--- config.mk ---
export PLATFORM = sky130hd
export DESIGN_NAME = dmem_arbiter
export DESIGN_NICKNAME = d
export VERILOG_FILES = /design/src/rtl/dmem_arbiter.sv
export SDC_FILE = /design/constraint.sdc
export NUM_CORES = 1
export LEC_CHECK = 0
export BUFFER_PORTS_ARGS = -buffer_cell sky130_fd_sc_hd__buf_2
export CAP_MARGIN = 20
export CORE_AREA = 4 4 114 116
export DETAILED_ROUTE_END_ITERATION = 10
export DIE_AREA = 0 0 118 120
export PLACE_DENSITY = 0.69
export SETUP_SLACK_MARGIN = 0.15
export SLEW_MARGIN = 20
export SYNTH_ARGS = -nofsm -noshare
export SYNTH_HDL_FRONTEND = slang
export SYNTH_SLANG_ARGS = --single-unit
--- constraint.sdc ---
create_clock -name clk -period 2.4 [get_ports clk]
set_input_delay 0.48 -clock clk [delete_from_list [all_inputs] [get_ports clk]]
set_output_delay 0.48 -clock clk [all_outputs]
set_load 0.02 [all_outputs]
--- src/rtl/dmem_arbiter.sv ---
// -----------------------------------------------------------------------------
// dmem_arbiter
//
// Two-port arbiter/sequencer in front of a single-port, word-addressed data
// memory with combinational read data. One access is granted per cycle; the
// winner drives the memory, and a one-cycle registered response (rvalid,
// rdata, err) is returned to the winning port only. Addresses at or beyond
// DEPTH are rejected: no memory write, err = 1 and rdata = 0 in the response.
//
// Build option:
//   DMEM_ARB_RR_EN  defined   -> round-robin tie-break using a 1-bit last_gnt
//                   undefined -> fixed priority, port 0 wins every tie
//
// Parameters:
//   N      data width in bits
//   AW     address width in bits (word index)
//   DEPTH  number of memory words; valid addresses are 0..DEPTH-1
//
// Ports:
//   clk, rst_n                 clock, synchronous active-low reset
//   pX_req/we/addr/wdata       request from port X (held until granted)
//   pX_gnt                     combinational accept, same cycle as request
//   pX_rvalid/rdata/err        registered response, one cycle after gnt
//   mem_addr/we/wdata          memory drive for the granted access
//   mem_rdata                  memory read data, combinational from mem_addr
// -----------------------------------------------------------------------------
module dmem_arbiter #(
    parameter int N     = 32,
    parameter int AW    = 32,
    parameter int DEPTH = 1024
) (
    input  logic          clk,
    input  logic          rst_n,

    input  logic          p0_req,
    input  logic          p0_we,
    input  logic [AW-1:0] p0_addr,
    input  logic [N-1:0]  p0_wdata,
    output logic          p0_gnt,
    output logic          p0_rvalid,
    output logic [N-1:0]  p0_rdata,
    output logic          p0_err,

    input  logic          p1_req,
    input  logic          p1_we,
    input  logic [AW-1:0] p1_addr,
    input  logic [N-1:0]  p1_wdata,
    output logic          p1_gnt,
    output logic          p1_rvalid,
    output logic [N-1:0]  p1_rdata,
    output logic          p1_err,

    output logic [AW-1:0] mem_addr,
    output logic          mem_we,
    output logic [N-1:0]  mem_wdata,
    input  logic [N-1:0]  mem_rdata
);

    // One extra bit so that DEPTH == 2**AW still compares correctly.
    localparam logic [AW:0] DEPTH_EXT = (AW+1)'(DEPTH);

    // -------------------------------------------------------------------------
    // Per-port views so the response path can be generated once per port
    // -------------------------------------------------------------------------
    logic          req      [2];
    logic          we       [2];
    logic [AW-1:0] addr     [2];
    logic [N-1:0]  wdata    [2];
    logic          in_range [2];
    logic          gnt      [2];
    logic          rvalid_o [2];
    logic          err_o    [2];
    logic [N-1:0]  rdata_o  [2];

    assign req[0]   = p0_req;
    assign req[1]   = p1_req;
    assign we[0]    = p0_we;
    assign we[1]    = p1_we;
    assign addr[0]  = p0_addr;
    assign addr[1]  = p1_addr;
    assign wdata[0] = p0_wdata;
    assign wdata[1] = p1_wdata;

    for (genvar gi = 0; gi < 2; gi++) begin : g_range
        assign in_range[gi] = ({1'b0, addr[gi]} < DEPTH_EXT);
    end

    // -------------------------------------------------------------------------
    // Winner selection
    // win_valid : some port is granted this cycle (never during reset)
    // win_sel   : index of the granted port
    // -------------------------------------------------------------------------
    logic win_valid;
    logic win_sel;

`ifdef DMEM_ARB_RR_EN
    logic last_gnt_q;
    logic last_gnt_d;
`endif

    always_comb begin
        win_valid = rst_n && (p0_req || p1_req);
        win_sel   = 1'b0;
        if (p0_req && p1_req) begin
`ifdef DMEM_ARB_RR_EN
            // Tie goes to the port that did not win the most recent grant.
            win_sel = ~last_gnt_q;
`else
            win_sel = 1'b0;
`endif
        end else begin
            win_sel = p1_req;
        end
    end

`ifdef DMEM_ARB_RR_EN
    always_comb begin
        last_gnt_d = last_gnt_q;
        if (win_valid) begin
            last_gnt_d = win_sel;
        end
    end

    // Reset value 1 makes port 0 the winner of the first tie.
    always_ff @(posedge clk) begin
        if (!rst_n) begin
            last_gnt_q <= 1'b1;
        end else begin
            last_gnt_q <= last_gnt_d;
        end
    end
`endif

    // -------------------------------------------------------------------------
    // Memory drive: idle cycles present all-zero so the memory sees no
    // stale address/data from the last access.
    // -------------------------------------------------------------------------
    always_comb begin
        mem_addr  = '0;
        mem_we    = 1'b0;
        mem_wdata = '0;
        if (win_valid) begin
            mem_addr  = addr[win_sel];
            mem_wdata = wdata[win_sel];
            mem_we    = we[win_sel] && in_range[win_sel];
        end
    end

    // -------------------------------------------------------------------------
    // Per-port registered response
    // -------------------------------------------------------------------------
    for (genvar gi = 0; gi < 2; gi++) begin : g_resp
        localparam logic PORT_ID = 1'(gi);

        logic          port_gnt;
        logic          rvalid_q;
        logic          rvalid_d;
        logic          err_q;
        logic          err_d;
        logic [N-1:0]  rdata_q;
        logic [N-1:0]  rdata_d;

        assign port_gnt = win_valid && (win_sel == PORT_ID);
        assign gnt[gi]  = port_gnt;

        always_comb begin
            rvalid_d = port_gnt;
            err_d    = port_gnt && !in_range[gi];
            rdata_d  = rdata_q;
            if (port_gnt) begin
                if (!in_range[gi]) begin
                    rdata_d = '0;
                end else if (!we[gi]) begin
                    rdata_d = mem_rdata;
                end
            end
        end

        always_ff @(posedge clk) begin
            if (!rst_n) begin
                rvalid_q <= 1'b0;
                err_q    <= 1'b0;
                rdata_q  <= '0;
            end else begin
                rvalid_q <= rvalid_d;
                err_q    <= err_d;
                rdata_q  <= rdata_d;
            end
        end

        // A response whose cycle coincides with reset is dropped: the strobes
        // are qualified by rst_n so the requester never sees a response that
        // belongs to a transaction the reset has abandoned.
        assign rvalid_o[gi] = rvalid_q && rst_n;
        assign err_o[gi]    = err_q && rst_n;
        assign rdata_o[gi]  = rdata_q;
    end

    assign p0_gnt    = gnt[0];
    assign p1_gnt    = gnt[1];
    assign p0_rvalid = rvalid_o[0];
    assign p1_rvalid = rvalid_o[1];
    assign p0_err    = err_o[0];
    assign p1_err    = err_o[1];
    assign p0_rdata  = rdata_o[0];
    assign p1_rdata  = rdata_o[1];

endmodule

==> results by stage, run 1 <==
Clocking:
- Hold repair after CTS inserted 0 buffers.
- The clock latency of the later-clocked register in the worst-skew pair is between 0.3 and 0.4 ns.
- In this run the deepest clock path goes through 2 buffers.
- The clock edge transition at the registers on the reported setup and hold paths is approximately 0.060 ns.
- The H-tree level count is 3.
- Buffers inserted during clock tree synthesis total 9.
- TritonCTS built the clock tree.
- The root cell of the clock tree is sky130_fd_sc_hd__clkbuf_16.
- The clock sink count is 68.

Drt:
- The overall routed net length is between 15,000 and 20,000 um.
- The pre-antenna-repair detailed-routing pass consisted of 5 iterations.
- Summing over every cut layer, the via total after detailed routing is about 5,300.
- The first-iteration detailed-routing DRC count is between 300 and 400.
- The residual antenna-violating net count after detailed routing is 0.
- The number of vias per cell after detailed routing is 5.27.
- The final routed DRC violation total is 0.
- The mean routed wirelength per cell is 17.3 um.

STA:
- The fmax is 0.446 GHz.
- For the pin with the worst max-slew slack, the measured transition is approximately 0.65 ns.
- The final count of pins violating max slew came to 0.
- Setup violations remaining at the end of the flow were counted as 0.
- The worst path needs 2.24 ns of the cycle, external delays included.
- The number of hold violations in the final report is 0.
- Setup repair after global routing could not meet its margin everywhere.
- The post-route setup TNS is 0 ns.
- The fraction of the cycle the final worst path needs is 93.4%.
- Across all hold checks on the routed design, the worst slack comes to about 0.43 ns.
- The setup skew after layout is 0 ns.
- Measured against its own limit, the worst slew margin works out to between 50 and 60%.

Power and ir drop:
- The worst-case IR drop observed on VDD is 301 uV.
- The leakage power total is roughly 2.9 nW.
- Overall power consumption after layout is estimated at roughly 3.0 mW.
- For this design the total switching power over the nets is 860 uW.
- The sequential fraction of design power is a little under two fifths.
- The net switching fraction of the power is between 20% and 30%.
- The power density over cell area is slightly below 500 mW/mm^2.
- The internal portion of the total power is around 2.1 mW.
- In this run, the combinational gates consume a little over a fifth of the power.
- The clock network is responsible for roughly two fifths of the overall power.

Die:
- The floorplan has 40 rows.
- Once the floorplan was initialized, standard cells occupied around a third of the core.
- The die span in y is ~120 um.
- The overall die area is about 0.014 sq mm.
- The horizontal die dimension is 118 um.
- The number of ports placed on the die boundary is 301.
- The region available for standard cell placement spans ~0.012 sq mm.

Synthesis:
- The number of synthesized flops with an enable pin is 0.
- The total of flip-flops plus latches after synthesis is about 70.
- The number of nets in the synthesized netlist is between 700 and 800.
- The synthesized area divided by synthesized cell count is between 6 and 7 sq um.
- The synthesized-area fraction occupied by ao, oa, aoi and oai cells is 21.6%.
- The share of flip-flops with an asynchronous set or reset is 0%.
- The flip-flop cell with the highest count after synthesis is sky130_fd_sc_hd__dfxtp_1.
- Summing the areas of all and, or, nand and nor instances in the mapped netlist gives 37.7% of the synthesized area.
- The instance count of the mapped netlist is 585.
- After synthesis the cells add up to 0.00407 sq mm.
- The unique cell type count in the Yosys netlist is 26.
- The XOR/XNOR share of the synthesized area is 0%.
- Sequential cells were found to cover 33.5% of the synthesized design area.
- Summing the areas of all fa, ha and maj instances in the mapped netlist gives 0% of the synthesized area.
- Measured against the total synthesized area, the mux share comes to 0%.
- The main combinational cell family by area after synthesis is simple AND/OR/NAND/NOR gates.
- Yosys printed 0 warnings.

Critical path:
- The kind of launch point of the worst setup path is a primary input.
- The worst endpoint required time is 1.92 ns.
- The element type at the critical path end is a primary output.
- The worst path arrival time is ~1.8 ns.
- The maximum net fanout on the critical path is 2.
- The start-to-end type of the worst setup path is in -> out.

Global route:
- The via count of the first global-routing pass was 5,007.
- The number of antenna violations at the first check in global routing is 3.
- The largest net degree at the start of global routing is 71.
- The residual overflow from global routing is 0.
- The global-route usage over all layers is a little under a quarter.
- The first-pass GRT wire length is between 20,000 and 30,000 um.

Final layout:
- The final layout contains ~1,000 nets.
- Cells with a size suffix above 1 make up a little under half of the layout.
- The layout-stage area growth over the synthesis result is 50.9%.
- Leaving out filler cells and counting taps, the final layout contains 1,009.
- The filler cells instantiated in the layout total 1,192.
- The most common library cell in the layout ignoring fill and taps is sky130_fd_sc_hd__buf_2.
- In the layout the commonest cells are 297 x sky130_fd_sc_hd__buf_2, 191 x sky130_fd_sc_hd__nand2_1, 68 x sky130_fd_sc_hd__nand4_1, 68 x sky130_fd_sc_hd__dfxtp_1, 44 x sky130_fd_sc_hd__a21oi_1.
- The end-of-flow core utilization is around half.

Placement:
- The quantity of I/O buffers inserted on ports is 300.
- The routability-driven placement congestion ratio is 0.806.
- The half-perimeter wire length after detailed placement is roughly 13,000 um.
- The cell count after placement is slightly below 1,000.

Hold path:
- The path class of the tightest hold or removal check is in -> reg.

Flow run:
- The max-cap check violation count is 0.

Outcome:
- The run finished with clean final reports.
registers in the layout (all words and copies together) (netlist names):
register         count
g_resp.err_q         2
g_resp.rvalid_q      2
p0_rdata            32
p1_rdata            32
area by class of cell:
class / count / area (sq um) / share of cell area, %
clock buffer: 12 / 256 / 4.18
sequential: 68 / 1360 / 22.2
tap: 147 / 184 / 3.00
multi-input combinational: 451 / 2550 / 41.5
inverter: 1 / 3.75 / 0.0611
timing repair buffer: 323 / 1760 / 28.6
clock inverter: 4 / 23.8 / 0.387
antenna: 3 / 7.51 / 0.122
final timing paths:
check	start	to	slack, ns	depth (start not counted)
hold reg to reg	p1_rdata[14]	p1_rdata[14]	0.47	2
setup / recovery	p0_addr[25]	mem_we	0.16	6
setup reg to reg	p0_rdata[18]	p0_rdata[18]	1.66	2
hold / removal	mem_rdata[8]	p1_rdata[8]	0.43	3
cells in the mapped netlist (2+ instances only):
cell type	instances	area [sq um]
sky130_fd_sc_hd__a21oi_1	65	325
sky130_fd_sc_hd__a31oi_1	34	213
sky130_fd_sc_hd__and2_1	6	37.5
sky130_fd_sc_hd__and4_1	2	17.5
sky130_fd_sc_hd__buf_1	14	52.6
sky130_fd_sc_hd__buf_2	9	45.0
sky130_fd_sc_hd__buf_6	5	56.3
sky130_fd_sc_hd__clkbuf_1	37	139
sky130_fd_sc_hd__dfxtp_1	68	1360
sky130_fd_sc_hd__nand2_1	191	717
sky130_fd_sc_hd__nand2b_1	33	206
sky130_fd_sc_hd__nand4_1	68	425
sky130_fd_sc_hd__nor2_1	3	11.3
sky130_fd_sc_hd__nor2b_1	2	12.5
sky130_fd_sc_hd__nor4_1	8	50.1
sky130_fd_sc_hd__o22ai_1	11	68.8
sky130_fd_sc_hd__o22ai_2	20	250
cell families (layout without fill, tap and decap cells):
group / Yosys count / after routing
and+or+nand+nor: 318 / 318
buffers and inverters: 66 / 340
DFF: 68 / 68
AOI/OAI and AO/OA: 133 / 133
other: 0 / 3
power groups by stage:
stage	sequential, mW	combinational [mW]	clock, mW
after floorplan	1.16	0.324	0
after global placement	1.16	0.629	0
final	1.13	0.634	1.22
after detailed placement	1.16	0.629	0
after global routing	1.13	0.690	1.29
after CTS	1.13	0.634	1.24
repair_timing:
action,CTS,global route
gates resized for setup,4,2
endpoints found under the setup margin,1,1
setup buffers,2,1
pin swaps,4,4
routing by layer:
| metal | up-vias | routed length (um) | GRT usage (%) |
|---|---|---|---|
| met5 | - | 0 | 0 |
| met4 | 0 | 254 | 6.89 |
| met3 | 18 | 1230 | 4.71 |
| met2 | 240 | 8660 | 40.8 |
| met1 | 2440 | 7320 | 29.4 |
| li1 | 2617 | - | - |
per-stage QoR:
step           cell area [sq um]  setup WS [ns]
4_1_cts                     6110          0.109
6_report                    6140          0.158
3_5_place_dp                5800        -0.0107
3_3_place_gp                5800         0.0411
5_1_grt                     6140         0.0837
2_1_floorplan               4150         0.0746
worst max-delay path, stage by stage:
cell,delay [ns]
sky130_fd_sc_hd__buf_2,0.10
sky130_fd_sc_hd__or4_1,0.57
sky130_fd_sc_hd__nor3_4,0.17
sky130_fd_sc_hd__nand4_1,0.13
sky130_fd_sc_hd__a21oi_2,0.17
sky130_fd_sc_hd__buf_6,0.14
No activity file was read; power rests on OpenSTA's default activity.
==> run 2, diff against run 1 <==
Settings changed: CORE_AREA 4 4 114 116 to 4 4 116 118, CTS_BUF_LIST from default to sky130_fd_sc_hd__clkbuf_8, DIE_AREA 0 0 118 120 to 0 0 120 122, PLACE_DENSITY 0.69 to 0.67.
==> results by stage, run 2 (synthesis gave the netlist of run 1 again) <==
Outcome:
- Outcome: finished, final reports clean (unchanged).

Clocking:
- The deepest clock path buffer count was 2 (unchanged).
- The root cell of the clock tree is sky130_fd_sc_hd__clkbuf_8 (was sky130_fd_sc_hd__clkbuf_16).
- The clock latency of the later-clocked register in the worst-skew pair is 0.34 ns (was 0.32 ns).
- The clock edge transition at the registers on the reported setup and hold paths is 0.09 ns (was 0.06 ns).
- The clock sink count came to 68 (unchanged).
- The H-tree level count is 3 (unchanged).
- The TritonCTS clock tree was done (unchanged).
- The TritonCTS buffer count is 9 (unchanged).

STA:
- The fmax was 0.447 GHz (was 0.446 GHz).
- The fraction of the cycle the final worst path needs is 93.1% (was 93.4%).
- The number of hold violations in the final report is 0 (unchanged).
- The clock period minus final worst setup slack came to 2.24 ns (about the same).
- The setup skew after layout came to 0 ns (unchanged).
- The final count of pins violating max slew was 0 (unchanged).
- The post-route setup TNS is 0 ns (unchanged).
- The slew of the pin with the lowest slew margin is 0.673 ns (was 0.650 ns).
- The total setup violations reported at the end of the flow is 0 (unchanged).
- Unrepaired setup endpoints after global routing: true (unchanged).
- The worst slew slack as a fraction of its limit is 55.1% (was 56.7%).

Hold path:
- The worst min-delay path startpoint is mem_rdata[8] (unchanged).
- The worst min-delay path class is in -> reg (unchanged).

Drt:
- The first-iteration detailed-routing DRC count is 302 (was 325).
- The mean routed wirelength per cell is 16.6 um (was 17.3 um).
- The final routed DRC violation total is 0 (unchanged).
- The overall routed net length is 17,000 um (was 17,500 um).
- The residual antenna-violating net count after detailed routing is 0 (unchanged).
- The number of vias per cell after detailed routing is 5.20 (was 5.27).
- The length of the first detailed-routing pass in iterations was 5 (unchanged).
- The total number of vias is 5,341 (was 5,315).

Die:
- The horizontal die dimension was 120 um (was 118 um).
- The number of ports placed on the die boundary is 301 (unchanged).
- The overall die area is 0.0146 sq mm (was 0.0142 sq mm).
- The die span in y was 122 um (was 120 um).
- The effective utilization at floorplan is 32.6% (was 34.1%).
- The area of the core is 0.0125 sq mm (was 0.0119 sq mm).
- The total number of placement rows is 41 (was 40).

Critical path:
- The kind of launch point of the worst setup path was a primary input (unchanged).
- The beginning of the critical path is p0_addr[25] (unchanged).
- The start-to-end type of the worst setup path is in -> out (unchanged).
- The worst endpoint required time came to 1.92 ns (about the same).
- The maximum net fanout on the critical path came to 2 (unchanged).
- The worst path arrival time is 1.76 ns (about the same).
- The element type at the critical path end is a primary output (unchanged).
- The origin of the critical flop-to-flop path is p0_rdata[18] (unchanged).

Placement:
- The routability-driven placement congestion ratio is 0.955 (was 0.806).
- The quantity of I/O buffers inserted on ports is 300 (unchanged).
- The placement-stage cell area is 0.00584 sq mm (was 0.00580 sq mm).
- The half-perimeter wire length after detailed placement came to 12,900 um (was 13,400 um).

Global route:
- The first-pass GRT wire length is 26,300 um (was 27,100 um).
- The via count of the first global-routing pass is 5,064 (was 5,007).
- The largest net degree at the start of global routing was 66 (was 71).
- The number of antenna violations at the first check in global routing is 0 (was 3).
- The residual overflow from global routing is 0 (unchanged).
- The global-route usage over all layers is 22.1% (was 23.5%).

Final layout:
- The most common library cell in the layout ignoring fill and taps is sky130_fd_sc_hd__buf_2 (unchanged).
- The diode insertion count for antenna repair is 0 (was 3).
- The fraction of layout instances using a drive strength above 1 is 45.4% (was 45.5%).
- The number of nets in the final layout came to 1,017 (was 1,020).
- The layout-stage area growth over the synthesis result is 51.0% (was 50.9%).
- The finished layout cell area is 0.00614 sq mm (about the same).
- Highest-count cells in the layout ignoring fill and taps: 297 x sky130_fd_sc_hd__buf_2, 191 x sky130_fd_sc_hd__nand2_1, 68 x sky130_fd_sc_hd__nand4_1, 68 x sky130_fd_sc_hd__dfxtp_1, 44 x sky130_fd_sc_hd__a21oi_1 (unchanged).
- The number of filler cells placed in the layout is 1,315 (was 1,192).

Flow run:
- The max-cap check violation count came to 0 (unchanged).

Power and ir drop:
- The maximum resistive drop on vdd came to 293 uV (was 301 uV).
- The leakage power total is 2.85 nW (was 2.87 nW).
- The power density over cell area was 497 mW/mm^2 (was 487 mW/mm^2).
-- run 2: changes by cell type in the layout (fill, tap and decap cells not counted), moves of 2 or more --
cell	before	now
sky130_fd_sc_hd__clkbuf_16	9	0
sky130_fd_sc_hd__clkbuf_8	2	9
sky130_fd_sc_hd__buf_4	18	14
sky130_fd_sc_hd__bufinv_16	0	4
sky130_fd_sc_hd__clkinv_2	3	0
sky130_fd_sc_hd__diode_2	3	0
sky130_fd_sc_hd__inv_6	0	2
-- run 2: worst paths after layout --
path	endpoint	slack [ns]	depth (start not counted)
max	mem_we	0.16	6
min	p1_rdata[8]	0.39	3
max reg2reg	p0_rdata[18]	1.67	2
min reg2reg	p1_rdata[13]	0.47	2
-- run 2: area by class of cell --
class | instances | area, sq um | share of cell area (%)
clock buffers | 9 | 124 | 2.02
repair buffers | 320 | 1750 | 28.4
flip-flops and latches | 68 | 1360 | 22.2
well taps | 172 | 215 | 3.50
clock inverters | 7 | 146 | 2.38
multi-input cells | 451 | 2540 | 41.4
inverters | 1 | 3.75 | 0.0611
-- run 2: report_power, final --
part | internal (mW) | total (mW) | switching (mW)
sequential | 1.13 | 1.13 | 0.000486
combinational | 0.246 | 0.636 | 0.390
clock | 0.805 | 1.29 | 0.482
total | 2.18 | 3.05 | 0.872
-- run 2: timing repair --
item	CTS	global route
gates cloned	0	0
setup endpoints to repair	1	1
gates resized for setup	2	4
pin swaps	1	5
setup buffers	0	0
hold buffers	0	0
-- run 2: metal layers --
layer	routed length, um	up-vias	share of wire [%]	global-route usage, %
li1	-	2603	-	-
met1	6980	2469	41	27.0
met2	8230	231	48	37.3
met3	1290	38	7.6	5.39
met4	539	0	3.2	8.73
met5	0	-	0	0
-- run 2: metrics by stage --
stage          hold WS, ns  util (%)  worst slack, ns  power (mW)  instances
2_1_floorplan        0.545         -           0.0746        1.48        585
3_3_place_gp         0.455      46.9           0.0852        1.79       1012
3_5_place_dp         0.455      46.9           0.0225        1.79       1012
4_1_cts              0.372      49.1            0.149        3.08       1028
5_1_grt              0.382      49.3           0.0756        3.18       1028
6_report             0.391      49.3            0.165        3.05       1028
-- run 2: critical path, cell delays in order --
cell and delay, ns:
sky130_fd_sc_hd__buf_2 0.10, sky130_fd_sc_hd__or4_4 0.54, sky130_fd_sc_hd__nor3_4 0.14, sky130_fd_sc_hd__nand4_1 0.16
sky130_fd_sc_hd__a21oi_2 0.19, sky130_fd_sc_hd__buf_6 0.13
==> run 3, diff against run 2 <==
Settings changed: CORE_AREA 4 4 116 118 to 4 4 115 117, DIE_AREA 0 0 120 122 to 0 0 119 121, PLACE_DENSITY 0.67 to 0.71, REMOVE_ABC_BUFFERS from default to 1.
Clock period 2.4 ns to 2 ns, I/O delays scaled along.
==> results by stage, run 3 (synthesis gave the netlist of run 1 again) <==
Outcome:
- Outcome: complete, but fails checks (was finished, final reports clean).
- The checks that failed: setup timing.

Final layout:
- The number of filler cells placed in the layout is 1,178 (was 1,315).
- The footprint of the flip-flops and latches came to 0.00136 sq mm (unchanged).
- The area taken by multi-input logic gates is 0.00266 sq mm (was 0.00254 sq mm).
- Highest-count cells in the layout ignoring fill and taps: 261 x sky130_fd_sc_hd__buf_2, 177 x sky130_fd_sc_hd__nand2_1, 68 x sky130_fd_sc_hd__nand4_1, 68 x sky130_fd_sc_hd__dfxtp_1, 46 x sky130_fd_sc_hd__buf_4 (was 297 x sky130_fd_sc_hd__buf_2, 191 x sky130_fd_sc_hd__nand2_1, 68 x sky130_fd_sc_hd__nand4_1, 68 x sky130_fd_sc_hd__dfxtp_1, 44 x sky130_fd_sc_hd__a21oi_1).
- The number of nets in the final layout is 1,045 (was 1,017).
- The fraction of layout instances using a drive strength above 1 is 50.0% (was 45.4%).
- The final cell count without fillers is 1,058 (was 1,028).
- The most common library cell in the layout ignoring fill and taps is sky130_fd_sc_hd__buf_2 (unchanged).
- The layout-stage area growth over the synthesis result came to 66.7% (was 51.0%).

Die:
- The total number of placement rows is 41 (unchanged).
- The number of ports placed on the die boundary is 301 (unchanged).
- The die span in y is 121 um (was 122 um).
- The area of the core is 0.0124 sq mm (was 0.0125 sq mm).
- The horizontal die dimension is 119 um (was 120 um).
- The effective utilization at floorplan is 32.9% (was 32.6%).
- The overall die area is 0.0144 sq mm (was 0.0146 sq mm).

STA:
- The total setup violations reported at the end of the flow is 1 (was 0).
- The tightest hold margin is 0.314 ns (was 0.391 ns).
- The setup skew after layout is 0 ns (unchanged).
- The post-route setup TNS was -0.104 ns (was 0 ns).
- The clock period minus final worst setup slack is 2.10 ns.
- The final count of pins violating max slew came to 0 (unchanged).
- The worst setup margin is -0.104 ns (was 0.165 ns).
- The slew of the pin with the lowest slew margin came to 0.382 ns (was 0.673 ns).
- Unrepaired setup endpoints after global routing: true (unchanged).
- The worst slew slack as a fraction of its limit was 74.5% (was 55.1%).
- The number of hold violations in the final report was 0 (unchanged).
- After layout, the worst path uses 105% of the clock period.
- The fmax is between 0.4 and 0.5 GHz.

Global route:
- The global-route usage over all layers came to 26.1% (was 22.1%).
- The first-pass GRT wire length is 29,600 um (was 26,300 um).
- The number of antenna violations at the first check in global routing is 2 (was 0).
- The met2 track demand over resource is 41.9% (was 37.3%).
- The residual overflow from global routing is 0 (unchanged).
- The met3 demand-to-capacity share in global routing was 6.39% (was 5.39%).
- The largest net degree at the start of global routing is 70 (was 66).
- The via count of the first global-routing pass is 5,179 (was 5,064).
- The met1 routing resource usage after global routing is 34.4% (was 27.0%).
- The busiest metal layer after global routing was met2 (unchanged).

Placement:
- The half-perimeter wire length after detailed placement is 15,400 um (was 12,900 um).
- The quantity of I/O buffers inserted on ports is 300 (unchanged).
- The routability-driven placement congestion ratio is 0.932 (was 0.955).
- The cell count after placement is 1,029 (was 1,012).

Drt:
- The mean routed wirelength per cell is 19.3 um (was 16.6 um).
- The total number of vias came to 5,541 (was 5,341).
- The first-iteration detailed-routing DRC count is 539 (was 302).
- The final routed DRC violation total is 0 (unchanged).
- The number of vias per cell after detailed routing is 5.24 (was 5.20).
- The length of the first detailed-routing pass in iterations is 4 (was 5).
- The overall routed net length is 20,500 um (was 17,000 um).
- The residual antenna-violating net count after detailed routing is 0 (unchanged).

Clocking:
- The TritonCTS clock tree was done (unchanged).
- The clock edge transition at the registers on the reported setup and hold paths is 0.09 ns (about the same).
- The number of buffers inserted for hold repair after clock tree synthesis is 0 (unchanged).
- The TritonCTS buffer count came to 9 (unchanged).
- The clock latency of the later-clocked register in the worst-skew pair is 0.34 ns (about the same).
- The clock sink count came to 68 (unchanged).
- The deepest clock path buffer count is 2 (unchanged).
- The H-tree level count is 3 (unchanged).
- The root cell of the clock tree is sky130_fd_sc_hd__clkbuf_8 (unchanged).

Critical path:
- The kind of launch point of the worst setup path is a primary input (unchanged).
- The maximum net fanout on the critical path is 2 (unchanged).
- Crit path cell chain: buf_2 > or4_4 > nor3_4 > nand4_1 > a21oi_2 > buf_6 (unchanged).
- The buffer and inverter count on the worst path came to 2 (unchanged).
- The start-to-end type of the worst setup path was in -> out (unchanged).
- The origin of the critical flop-to-flop path is p0_rdata[12] (was p0_rdata[18]).
- The worst path arrival time is 1.70 ns (was 1.76 ns).
- The delay contributed by the slowest stage of the critical path is 0.55 ns (was 0.54 ns).
- The slowest cell on the critical path is sky130_fd_sc_hd__or4_4 (unchanged).
- The worst endpoint required time is 1.60 ns (was 1.92 ns).
- The family with the most delay on the worst path is simple AND/OR/NAND/NOR gates (unchanged).
- The beginning of the critical path is p0_addr[25] (unchanged).
- The element type at the critical path end is a primary output (unchanged).

Power and ir drop:
- The leakage power total is 3.08 nW (was 2.85 nW).
- The maximum resistive drop on vdd was 276 uV (was 293 uV).
- The power density over cell area is 506 mW/mm^2 (was 497 mW/mm^2).
- The total power consumption of the routed design is 3.43 mW (was 3.05 mW).

Flow run:
- The max-cap check violation count is 0 (unchanged).

Hold path:
- The worst min-delay path startpoint is mem_rdata[13] (was mem_rdata[8]).
- The worst min-delay path class is in -> reg (unchanged).
run 3: cell type report:
type	instances	share of cell area, %
antenna	2	0.0738
clock buffer	9	1.83
clock inverter	7	0.997
inverter	1	0.0554
multi-input combinational	451	39.3
sequential	68	20.1
tap	172	3.17
timing repair buffer	348	34.5
run 3: stage by stage:
step                      instance area [sq um]  util, %  setup WS [ns]
after floorplan                            3770        -          -2.76
after global placement                     5940     48.1         -0.319
after detailed placement                   5940     48.1         -0.276
after CTS                                  6370     51.5         -0.146
after global routing                       6780     54.8         -0.159
final                                      6780     54.8         -0.104
run 3: what timing repair did:
action                                  CTS  global route
pin swaps                                 4            12
gates resized for setup                  39            82
endpoints found under the setup margin   25            31
gates cloned                              3             4
buffers inserted                          3             1
run 3: final timing paths:
kind	slack, ns	depth (start not counted)	end
min	0.31	3	p1_rdata[13]
min reg2reg	0.46	2	p1_rdata[11]
max reg2reg	1.31	2	p0_rdata[12]
max	-0.10	6	mem_we
run 3: power breakdown:
group | internal, mW | total [mW] | switching (mW)
clock | 0.572 | 1.13 | 0.559
combinational | 0.411 | 0.946 | 0.535
sequential | 1.36 | 1.36 | 0.000554
run 3: metal layers:
metal / part of all wire [%] / up-vias
li1: - / 2666
met4: 2.7 / 0
met3: 8.4 / 35
met2: 47 / 258
met5: 0 / -
met1: 42 / 2582
run 3: tightest hold or removal path: stages:
cell and delay [ns]:
sky130_fd_sc_hd__buf_2 0.11, sky130_fd_sc_hd__nand2_1 0.05, sky130_fd_sc_hd__o22ai_1 0.06
